[src/rtl/exc_ctrl_if.sv]
`default_nettype none
// ============================================================================
//  Module      : exc_ctrl_if
//  Description : MEM-stage exception inputs and cp0/fetch commit outputs of
//                the exception controller, bundled as one interface.
//  Revision    : 1.0  initial release
// ============================================================================
interface exc_ctrl_if #(
    parameter int EXCT_W = 5
);
    logic              mem_valid_i;
    logic              mem_stall_i;
    logic [31:0]       mem_pc_i;
    logic              mem_inslot_i;
    logic [31:0]       mem_daddr_i;
    logic              exc_adel_if_i;
    logic              exc_ri_i;
    logic              exc_ov_i;
    logic              exc_sysc_i;
    logic              exc_bp_i;
    logic              exc_eret_i;
    logic              exc_adel_ld_i;
    logic              exc_ades_i;
    logic              intr_i;
    logic [31:0]       status_i;
    logic [31:0]       epc_i;
    logic              cp0_exc_flag_o;
    logic [EXCT_W-1:0] cp0_exc_type_o;
    logic [31:0]       cp0_pc_o;
    logic [31:0]       cp0_baddr_o;
    logic              cp0_inslot_o;
    logic              flush_o;
    logic              redirect_o;
    logic [31:0]       redirect_pc_o;

    modport master (
        output mem_valid_i, mem_stall_i, mem_pc_i, mem_inslot_i, mem_daddr_i,
               exc_adel_if_i, exc_ri_i, exc_ov_i, exc_sysc_i, exc_bp_i,
               exc_eret_i, exc_adel_ld_i, exc_ades_i, intr_i, status_i, epc_i,
        input  cp0_exc_flag_o, cp0_exc_type_o, cp0_pc_o, cp0_baddr_o,
               cp0_inslot_o, flush_o, redirect_o, redirect_pc_o
    );

    modport slave (
        input  mem_valid_i, mem_stall_i, mem_pc_i, mem_inslot_i, mem_daddr_i,
               exc_adel_if_i, exc_ri_i, exc_ov_i, exc_sysc_i, exc_bp_i,
               exc_eret_i, exc_adel_ld_i, exc_ades_i, intr_i, status_i, epc_i,
        output cp0_exc_flag_o, cp0_exc_type_o, cp0_pc_o, cp0_baddr_o,
               cp0_inslot_o, flush_o, redirect_o, redirect_pc_o
    );
endinterface
`default_nettype wire

[src/rtl/exc_ctrl.sv]
`default_nettype none
// ============================================================================
//  Module      : exc_ctrl
//  Description : Fixed-priority exception arbitration and commit to cp0, with
//                pipeline flush and fetch redirect to the vector or EPC.
//  Revision    : 1.0  initial release
// ============================================================================
module exc_ctrl #(
    parameter int          EXCT_W       = 5,
    parameter int          FLUSH_CYCLES = 2,
    parameter logic [31:0] VEC_BOOT     = 32'hBFC00380,
    parameter logic [31:0] VEC_NORM     = 32'h80000180
) (
    input  logic      clk,
    input  logic      rst,
    exc_ctrl_if.slave bus
);
    // ExcT codes, numbered in priority order (0 = no exception)
    localparam logic [EXCT_W-1:0] c_EXCT_INTR  = EXCT_W'(1);
    localparam logic [EXCT_W-1:0] c_EXCT_ADEL1 = EXCT_W'(2);
    localparam logic [EXCT_W-1:0] c_EXCT_RI    = EXCT_W'(3);
    localparam logic [EXCT_W-1:0] c_EXCT_OV    = EXCT_W'(4);
    localparam logic [EXCT_W-1:0] c_EXCT_SYSC  = EXCT_W'(5);
    localparam logic [EXCT_W-1:0] c_EXCT_BP    = EXCT_W'(6);
    localparam logic [EXCT_W-1:0] c_EXCT_ERET  = EXCT_W'(7);
    localparam logic [EXCT_W-1:0] c_EXCT_ADEL2 = EXCT_W'(8);
    localparam logic [EXCT_W-1:0] c_EXCT_ADES  = EXCT_W'(9);

    localparam int                c_CNT_W    = 3;
    localparam logic [c_CNT_W-1:0] c_CNT_LOAD = c_CNT_W'(FLUSH_CYCLES - 1);
    localparam logic [c_CNT_W-1:0] c_CNT_ONE  = c_CNT_W'(1);

    typedef enum logic [1:0] {
        S_IDLE   = 2'd0,
        S_COMMIT = 2'd1,
        S_FLUSH  = 2'd2
    } state_t;

    state_t             r_state;
    state_t             w_state_nxt;
    logic [c_CNT_W-1:0] r_cnt;

    logic [EXCT_W-1:0]  r_type;
    logic [31:0]        r_pc;
    logic [31:0]        r_baddr;
    logic               r_inslot;
    logic [31:0]        r_rpc;

    logic               w_any_exc;
    logic               w_candidate;
    logic               w_commit;
    logic [EXCT_W-1:0]  w_type;
    logic [31:0]        w_baddr;
    logic [31:0]        w_rpc;
    logic               w_unused;

    assign w_any_exc   = bus.exc_adel_if_i | bus.exc_ri_i | bus.exc_ov_i |
                         bus.exc_sysc_i | bus.exc_bp_i | bus.exc_eret_i |
                         bus.exc_adel_ld_i | bus.exc_ades_i;
    assign w_candidate = bus.mem_valid_i & (bus.intr_i | w_any_exc);
    assign w_commit    = (r_state == S_IDLE) & w_candidate & ~bus.mem_stall_i;

    // Only Status.BEV is consumed here
    assign w_unused = ^{bus.status_i[31:23], bus.status_i[21:0]};

    always_comb begin
        w_type  = '0;
        w_baddr = '0;
        w_rpc   = bus.status_i[22] ? VEC_BOOT : VEC_NORM;
        if (bus.intr_i) begin
            w_type = c_EXCT_INTR;
        end else if (bus.exc_adel_if_i) begin
            w_type  = c_EXCT_ADEL1;
            w_baddr = bus.mem_pc_i;
        end else if (bus.exc_ri_i) begin
            w_type = c_EXCT_RI;
        end else if (bus.exc_ov_i) begin
            w_type = c_EXCT_OV;
        end else if (bus.exc_sysc_i) begin
            w_type = c_EXCT_SYSC;
        end else if (bus.exc_bp_i) begin
            w_type = c_EXCT_BP;
        end else if (bus.exc_eret_i) begin
            w_type = c_EXCT_ERET;
            w_rpc  = bus.epc_i;
        end else if (bus.exc_adel_ld_i) begin
            w_type  = c_EXCT_ADEL2;
            w_baddr = bus.mem_daddr_i;
        end else if (bus.exc_ades_i) begin
            w_type  = c_EXCT_ADES;
            w_baddr = bus.mem_daddr_i;
        end
    end

    always_ff @(posedge clk) begin
        if (rst) begin
            r_state <= S_IDLE;
        end else begin
            r_state <= w_state_nxt;
        end
    end

    always_comb begin
        w_state_nxt = r_state;
        unique case (r_state)
            S_IDLE:   if (w_commit) w_state_nxt = S_COMMIT;
            S_COMMIT: w_state_nxt = (FLUSH_CYCLES > 1) ? S_FLUSH : S_IDLE;
            S_FLUSH:  if (r_cnt <= c_CNT_ONE) w_state_nxt = S_IDLE;
            default:  w_state_nxt = S_IDLE;
        endcase
    end

    // Counter holds the FLUSH cycles still to come after the current one + 1
    always_ff @(posedge clk) begin
        if (rst) begin
            r_cnt <= '0;
        end else if (r_state == S_COMMIT) begin
            r_cnt <= c_CNT_LOAD;
        end else if (r_state == S_FLUSH) begin
            r_cnt <= r_cnt - c_CNT_ONE;
        end
    end

    always_ff @(posedge clk) begin
        if (rst) begin
            r_type   <= '0;
            r_pc     <= '0;
            r_baddr  <= '0;
            r_inslot <= 1'b0;
            r_rpc    <= '0;
        end else if (w_commit) begin
            r_type   <= w_type;
            r_pc     <= bus.mem_pc_i;
            r_baddr  <= w_baddr;
            r_inslot <= bus.mem_inslot_i;
            r_rpc    <= w_rpc;
        end
    end

    assign bus.cp0_exc_flag_o = (r_state == S_COMMIT);
    assign bus.redirect_o     = (r_state == S_COMMIT);
    assign bus.flush_o        = (r_state != S_IDLE);
    assign bus.cp0_exc_type_o = r_type;
    assign bus.cp0_pc_o       = r_pc;
    assign bus.cp0_baddr_o    = r_baddr;
    assign bus.cp0_inslot_o   = r_inslot;
    assign bus.redirect_pc_o  = r_rpc;

endmodule
`default_nettype wire

[src/flat_wrapper.sv]
// flat-port wrapper written by rule: the top's interface ports become plain ports
module exc_ctrl_flat 
#(
    parameter int          EXCT_W       = 5,
    parameter int          FLUSH_CYCLES = 2,
    parameter logic [31:0] VEC_BOOT     = 32'hBFC00380,
    parameter logic [31:0] VEC_NORM     = 32'h80000180
)
  (clk, rst, bus_mem_valid_i, bus_mem_stall_i, bus_mem_pc_i, bus_mem_inslot_i, bus_mem_daddr_i, bus_exc_adel_if_i, bus_exc_ri_i, bus_exc_ov_i, bus_exc_sysc_i, bus_exc_bp_i, bus_exc_eret_i, bus_exc_adel_ld_i, bus_exc_ades_i, bus_intr_i, bus_status_i, bus_epc_i, bus_cp0_exc_flag_o, bus_cp0_exc_type_o, bus_cp0_pc_o, bus_cp0_baddr_o, bus_cp0_inslot_o, bus_flush_o, bus_redirect_o, bus_redirect_pc_o);
  exc_ctrl_if #(.EXCT_W(EXCT_W)) bus_i ();
  input  logic clk;
  input  logic rst;
  input wire logic [$bits(bus_i.mem_valid_i)-1:0] bus_mem_valid_i;
  input wire logic [$bits(bus_i.mem_stall_i)-1:0] bus_mem_stall_i;
  input wire logic [$bits(bus_i.mem_pc_i)-1:0] bus_mem_pc_i;
  input wire logic [$bits(bus_i.mem_inslot_i)-1:0] bus_mem_inslot_i;
  input wire logic [$bits(bus_i.mem_daddr_i)-1:0] bus_mem_daddr_i;
  input wire logic [$bits(bus_i.exc_adel_if_i)-1:0] bus_exc_adel_if_i;
  input wire logic [$bits(bus_i.exc_ri_i)-1:0] bus_exc_ri_i;
  input wire logic [$bits(bus_i.exc_ov_i)-1:0] bus_exc_ov_i;
  input wire logic [$bits(bus_i.exc_sysc_i)-1:0] bus_exc_sysc_i;
  input wire logic [$bits(bus_i.exc_bp_i)-1:0] bus_exc_bp_i;
  input wire logic [$bits(bus_i.exc_eret_i)-1:0] bus_exc_eret_i;
  input wire logic [$bits(bus_i.exc_adel_ld_i)-1:0] bus_exc_adel_ld_i;
  input wire logic [$bits(bus_i.exc_ades_i)-1:0] bus_exc_ades_i;
  input wire logic [$bits(bus_i.intr_i)-1:0] bus_intr_i;
  input wire logic [$bits(bus_i.status_i)-1:0] bus_status_i;
  input wire logic [$bits(bus_i.epc_i)-1:0] bus_epc_i;
  output wire logic [$bits(bus_i.cp0_exc_flag_o)-1:0] bus_cp0_exc_flag_o;
  output wire logic [$bits(bus_i.cp0_exc_type_o)-1:0] bus_cp0_exc_type_o;
  output wire logic [$bits(bus_i.cp0_pc_o)-1:0] bus_cp0_pc_o;
  output wire logic [$bits(bus_i.cp0_baddr_o)-1:0] bus_cp0_baddr_o;
  output wire logic [$bits(bus_i.cp0_inslot_o)-1:0] bus_cp0_inslot_o;
  output wire logic [$bits(bus_i.flush_o)-1:0] bus_flush_o;
  output wire logic [$bits(bus_i.redirect_o)-1:0] bus_redirect_o;
  output wire logic [$bits(bus_i.redirect_pc_o)-1:0] bus_redirect_pc_o;
  assign bus_i.mem_valid_i = bus_mem_valid_i;
  assign bus_i.mem_stall_i = bus_mem_stall_i;
  assign bus_i.mem_pc_i = bus_mem_pc_i;
  assign bus_i.mem_inslot_i = bus_mem_inslot_i;
  assign bus_i.mem_daddr_i = bus_mem_daddr_i;
  assign bus_i.exc_adel_if_i = bus_exc_adel_if_i;
  assign bus_i.exc_ri_i = bus_exc_ri_i;
  assign bus_i.exc_ov_i = bus_exc_ov_i;
  assign bus_i.exc_sysc_i = bus_exc_sysc_i;
  assign bus_i.exc_bp_i = bus_exc_bp_i;
  assign bus_i.exc_eret_i = bus_exc_eret_i;
  assign bus_i.exc_adel_ld_i = bus_exc_adel_ld_i;
  assign bus_i.exc_ades_i = bus_exc_ades_i;
  assign bus_i.intr_i = bus_intr_i;
  assign bus_i.status_i = bus_status_i;
  assign bus_i.epc_i = bus_epc_i;
  assign bus_cp0_exc_flag_o = bus_i.cp0_exc_flag_o;
  assign bus_cp0_exc_type_o = bus_i.cp0_exc_type_o;
  assign bus_cp0_pc_o = bus_i.cp0_pc_o;
  assign bus_cp0_baddr_o = bus_i.cp0_baddr_o;
  assign bus_cp0_inslot_o = bus_i.cp0_inslot_o;
  assign bus_flush_o = bus_i.flush_o;
  assign bus_redirect_o = bus_i.redirect_o;
  assign bus_redirect_pc_o = bus_i.redirect_pc_o;
  exc_ctrl #(.EXCT_W(EXCT_W), .FLUSH_CYCLES(FLUSH_CYCLES), .VEC_BOOT(VEC_BOOT), .VEC_NORM(VEC_NORM)) u_core (.clk(clk), .rst(rst), .bus(bus_i));
endmodule
[config.mk]
export PLATFORM = sky130hd
export DESIGN_NAME = exc_ctrl_flat
export DESIGN_NICKNAME = d
export VERILOG_FILES = /design/src/rtl/exc_ctrl_if.sv /design/src/rtl/exc_ctrl.sv /design/src/flat_wrapper.sv
export SDC_FILE = /design/constraint.sdc
export NUM_CORES = 1
export LEC_CHECK = 0
export BUFFER_PORTS_ARGS = -buffer_cell sky130_fd_sc_hd__buf_2
export CAP_MARGIN = 30
export CORE_MARGIN = 1.5
export CORE_UTILIZATION = 47
export DETAILED_ROUTE_END_ITERATION = 12
export GPL_TIMING_DRIVEN = 0
export PLACE_DENSITY_LB_ADDON = 0.12
export SYNTH_ARGS = -nofsm -noshare
export SYNTH_HDL_FRONTEND = slang
export SYNTH_SLANG_ARGS = --single-unit
[constraint.sdc]
create_clock -name clk -period 4.45 [get_ports clk]
set_clock_uncertainty 0.05 [all_clocks]
set_input_delay 0.6675 -clock clk [delete_from_list [all_inputs] [get_ports clk]]
set_output_delay 0.6675 -clock clk [all_outputs]
set_load 0.02 [all_outputs]
==> run summary <==
Outcome - completed
Drt pass-1 iters - 4
Clock tree sinks - 106
Adder-cell share of the synthesized area - 0.01814
Cts hold-fix bufs - 0
Hold Fails Final Rpt - 0
Hold path cells - 2
Die width - 96.84 um
Mux contribution to synthesized area - 0.004837
IO Count - 247
P_sw - 0.7329 mW
Max cap viols - 0
Initial antenna violation count - 0
Clk slew on worst S/H paths - 0.10 ns
Least-Margin Pin Slew - 0.6750 ns
Synth top area share - 0.5127
Nets - 845
Combinational share of power - 0.252
Synth warn - 0
Clk pwr share - 0.259
CP peak stage delay - 0.47 ns
R2R Setup Slk - 1.99 ns
TNS Setup - 0 ns
Sw Ratio - 0.3359
# diodes - 0
Slew HR - 0.5500
Vias in the first global route - 3,995
Worst path top cell family by delay - buffers and inverters
Maximum vdd ir drop - 0.1833 mV
Placed cell areas - 5345 sq um
Pleak - 2.459 nW
Max Fclk - 406.9 MHz
DP Wirelength - 9354 um
Die height - 96.84 um
Worst reg2reg path startpoint - u_core.r_state[0]
Yosys reg bits - 106
Worst min path class - reg -> reg
Post-route cell area - 5532 sq um
Number of setup violations in the final report - 0
Detailed Route Iter0 Violations - 167
Num CTS Buffers - 9
Most used DFF post-synth - dfxtp_1
CTS root buffer - clkbuf_8
CORE AREA - 8636 sq um
XOR/XNOR share of the synthesized area - 0.002116
Gates resized, CTS repair - 0
Largest net degree at the start of global routing - 19
Synthesized area - 4139 sq um
Remaining global-route overflow - 0
Post-layout util - 0.6405
Reg2reg end - u_core.bus.cp0_pc_o[18]
Most frequent cell after synthesis - dfxtp_1
Largest family of logic cells by synthesized area - compound AO/OA/AOI/OAI gates
Period utilization - 0.5522
Post-synth EDFFs - 0
Syn Nets - 620
Die area - 9378 sq um
Crit path top cell by count - clkbuf_1
WL/cell - 15.10 um
CTS tree - built
Internal power - 1.449 mW
Area Growth Syn to Fin - 33.65%
Hold Path Sink - u_core.bus.redirect_pc_o[2]
Reg2reg path depth - 8
Post-CTS Setup Bufs - 0
Synth Area in Compound Gates - 0.2358
Min cycle time layout - 2.457 ns
Top cells by area, synth - dfxtp_1, nand2_1, a21oi_1
Final antenna-violating net count - 0
Final Wtd Congestion - 0.8783
Worst Path Required - 4.69 ns
Yosys top cell by area - dfxtp_1
I/O Buffers - 214
Seq/Total Area, Yosys - 0.5127
Routed wire length - 12,230 um
GRT Overall Usage - 0.2506
PwrDens - 394.4 nW/um^2
CP max-delay cell - clkbuf_1
Effective utilization at floorplan - 0.4793
Share of cells above drive strength 1 - 0.3547
Fill cells - 829
Post-synthesis simple-gate area fraction - 0.1741
Via density - 5.283
Seq pwr share - 0.489
First-pass GRT wire length - 19,300 um
Final Max Slew Viols - 0
Unrepaired setup endpoints after global routing - no
Buffer and inverter count on the worst path - 3
HP Start - u_core.bus.redirect_pc_o[2]
Synth cell types - 35
Vias - 4,279
DRC viols - 0
FP Rows - 34
Top cells by count, synth - dfxtp_1, nand2_1, a21oi_1, a22oi_1, o2bb2ai_1
Worst-skew pair later-pin latency - 0.35 ns
Syn avg cell area - 8.769 sq um
Worst path cell trace - inv_1 -> ha_1 -> nand3b_1 -> a31oi_1 -> clkbuf_1 -> clkbuf_1 -> nand2_1 -> a21oi_1
Max Fanout on Critical Path - 10
Synthesized instance count - 472
Synth async-reset ratio - 0
Crit path kind - reg -> reg
Worst setup EP type - register
Critical path origin - u_core.r_state[0]
Worst EP arrival - 2.70 ns
Crit start category - register
Clock H-tree levels - 3
Clock Path Buffers - 2
[layer usage]
layer | GRT usage | vias up | part of all wire
met4 | 0.08138 | 0 | 0.013
met2 | 0.4352 | 175 | 0.49
met5 | 0 | - | 0
met3 | 0.05708 | 14 | 0.072
met1 | 0.3067 | 1978 | 0.43
li1 | - | 2112 | -
[flip-flops by register name, indices dropped and copies added (netlist names)]
name                       flops
u_core.bus.cp0_inslot_o        1
u_core.bus.cp0_exc_type_o      4
u_core.bus.cp0_pc_o           32
u_core.bus.redirect_pc_o      32
u_core.r_cnt                   3
u_core.r_state                 2
u_core.bus.cp0_baddr_o        32
[worst min-delay path: stages (launching register included)]
cell	delay [ns]
dfxtp_1	0.32
nand2_1	0.05
a21oi_1	0.05
[worst max-delay path by stage]
stage | slack, ns | depth (start not counted) | endpoint
3_3_place_gp | 1.69 | 8 | u_core.bus.cp0_pc_o[20]
4_1_cts | 1.97 | 8 | u_core.bus.cp0_pc_o[19]
2_1_floorplan | 2.33 | 6 | u_core.bus.cp0_pc_o[22]
3_5_place_dp | 1.69 | 8 | u_core.bus.cp0_pc_o[12]
6_report | 1.99 | 8 | u_core.bus.cp0_pc_o[18]
5_1_grt | 1.78 | 8 | u_core.bus.cp0_pc_o[12]
[metrics by stage]
stage / hold slack (ns) / worst slack (ns) / instances / power, mW
after detailed placement: 0.3909 / 1.695 / 794 / 1.639
final: 0.4024 / 1.993 / 810 / 2.182
after CTS: 0.4048 / 1.975 / 810 / 2.197
after global routing: 0.4274 / 1.784 / 810 / 2.293
after floorplan: 0.4157 / 2.332 / 472 / 1.427
after global placement: 0.3853 / 1.691 / 794 / 1.622
[logic make-up (layout without fill, tap and decap cells)]
| family | after synthesis | after routing |
|---|---|---|
| multiplexers | 2 | 2 |
| buffers and inverters | 47 | 277 |
| AO/OA/AOI/OAI | 142 | 142 |
| other | 1 | 1 |
| adder cells (fa/ha/maj) | 6 | 6 |
| XOR/XNOR | 1 | 1 |
| flip-flops | 106 | 106 |
| AND/OR/NAND/NOR | 167 | 167 |
[cell type report]
type                            count  area [sq um]  area share
Sequential cell                   106          2122      0.3836
Multi-Input combinational cell    319          1804      0.3262
Timing Repair Buffer              214          1071      0.1936
Buffer                             40         186.4     0.03370
Clock buffer                       10         137.6     0.02488
Tap cell                          108         135.1     0.02443
Clock inverter                      6         48.80    0.008822
Inverter                            7         26.28    0.004750
[layout by cell type, fill, tap and decap left out, types with 2 or more instances in the layout]
cell,Yosys,final
dfxtp_1,106,106
nor2_1,22,22
buf_2,8,222
a21oi_1,58,58
a211oi_1,10,10
inv_1,7,7
buf_1,2,2
buf_4,7,7
clkinvlp_4,0,3
nand2_1,97,97
inv_6,0,2
nor3_1,12,12
nor4_1,2,2
ha_1,6,6
a22oi_1,33,33
clkbuf_8,0,10
mux2i_1,2,2
clkbuf_1,23,23
nand2b_1,6,6
o2bb2ai_1,33,33
nand3_1,21,21
[power groups by stage]
stage                     combinational [mW]  clock, mW  sequential (mW)
after detailed placement               0.551          0             1.09
after CTS                              0.552      0.578             1.07
after global placement                 0.538          0             1.08
final                                  0.549      0.565             1.07
after floorplan                        0.266          0             1.16
after global routing                   0.601      0.616             1.08
Power figures use the tool's default switching activity.
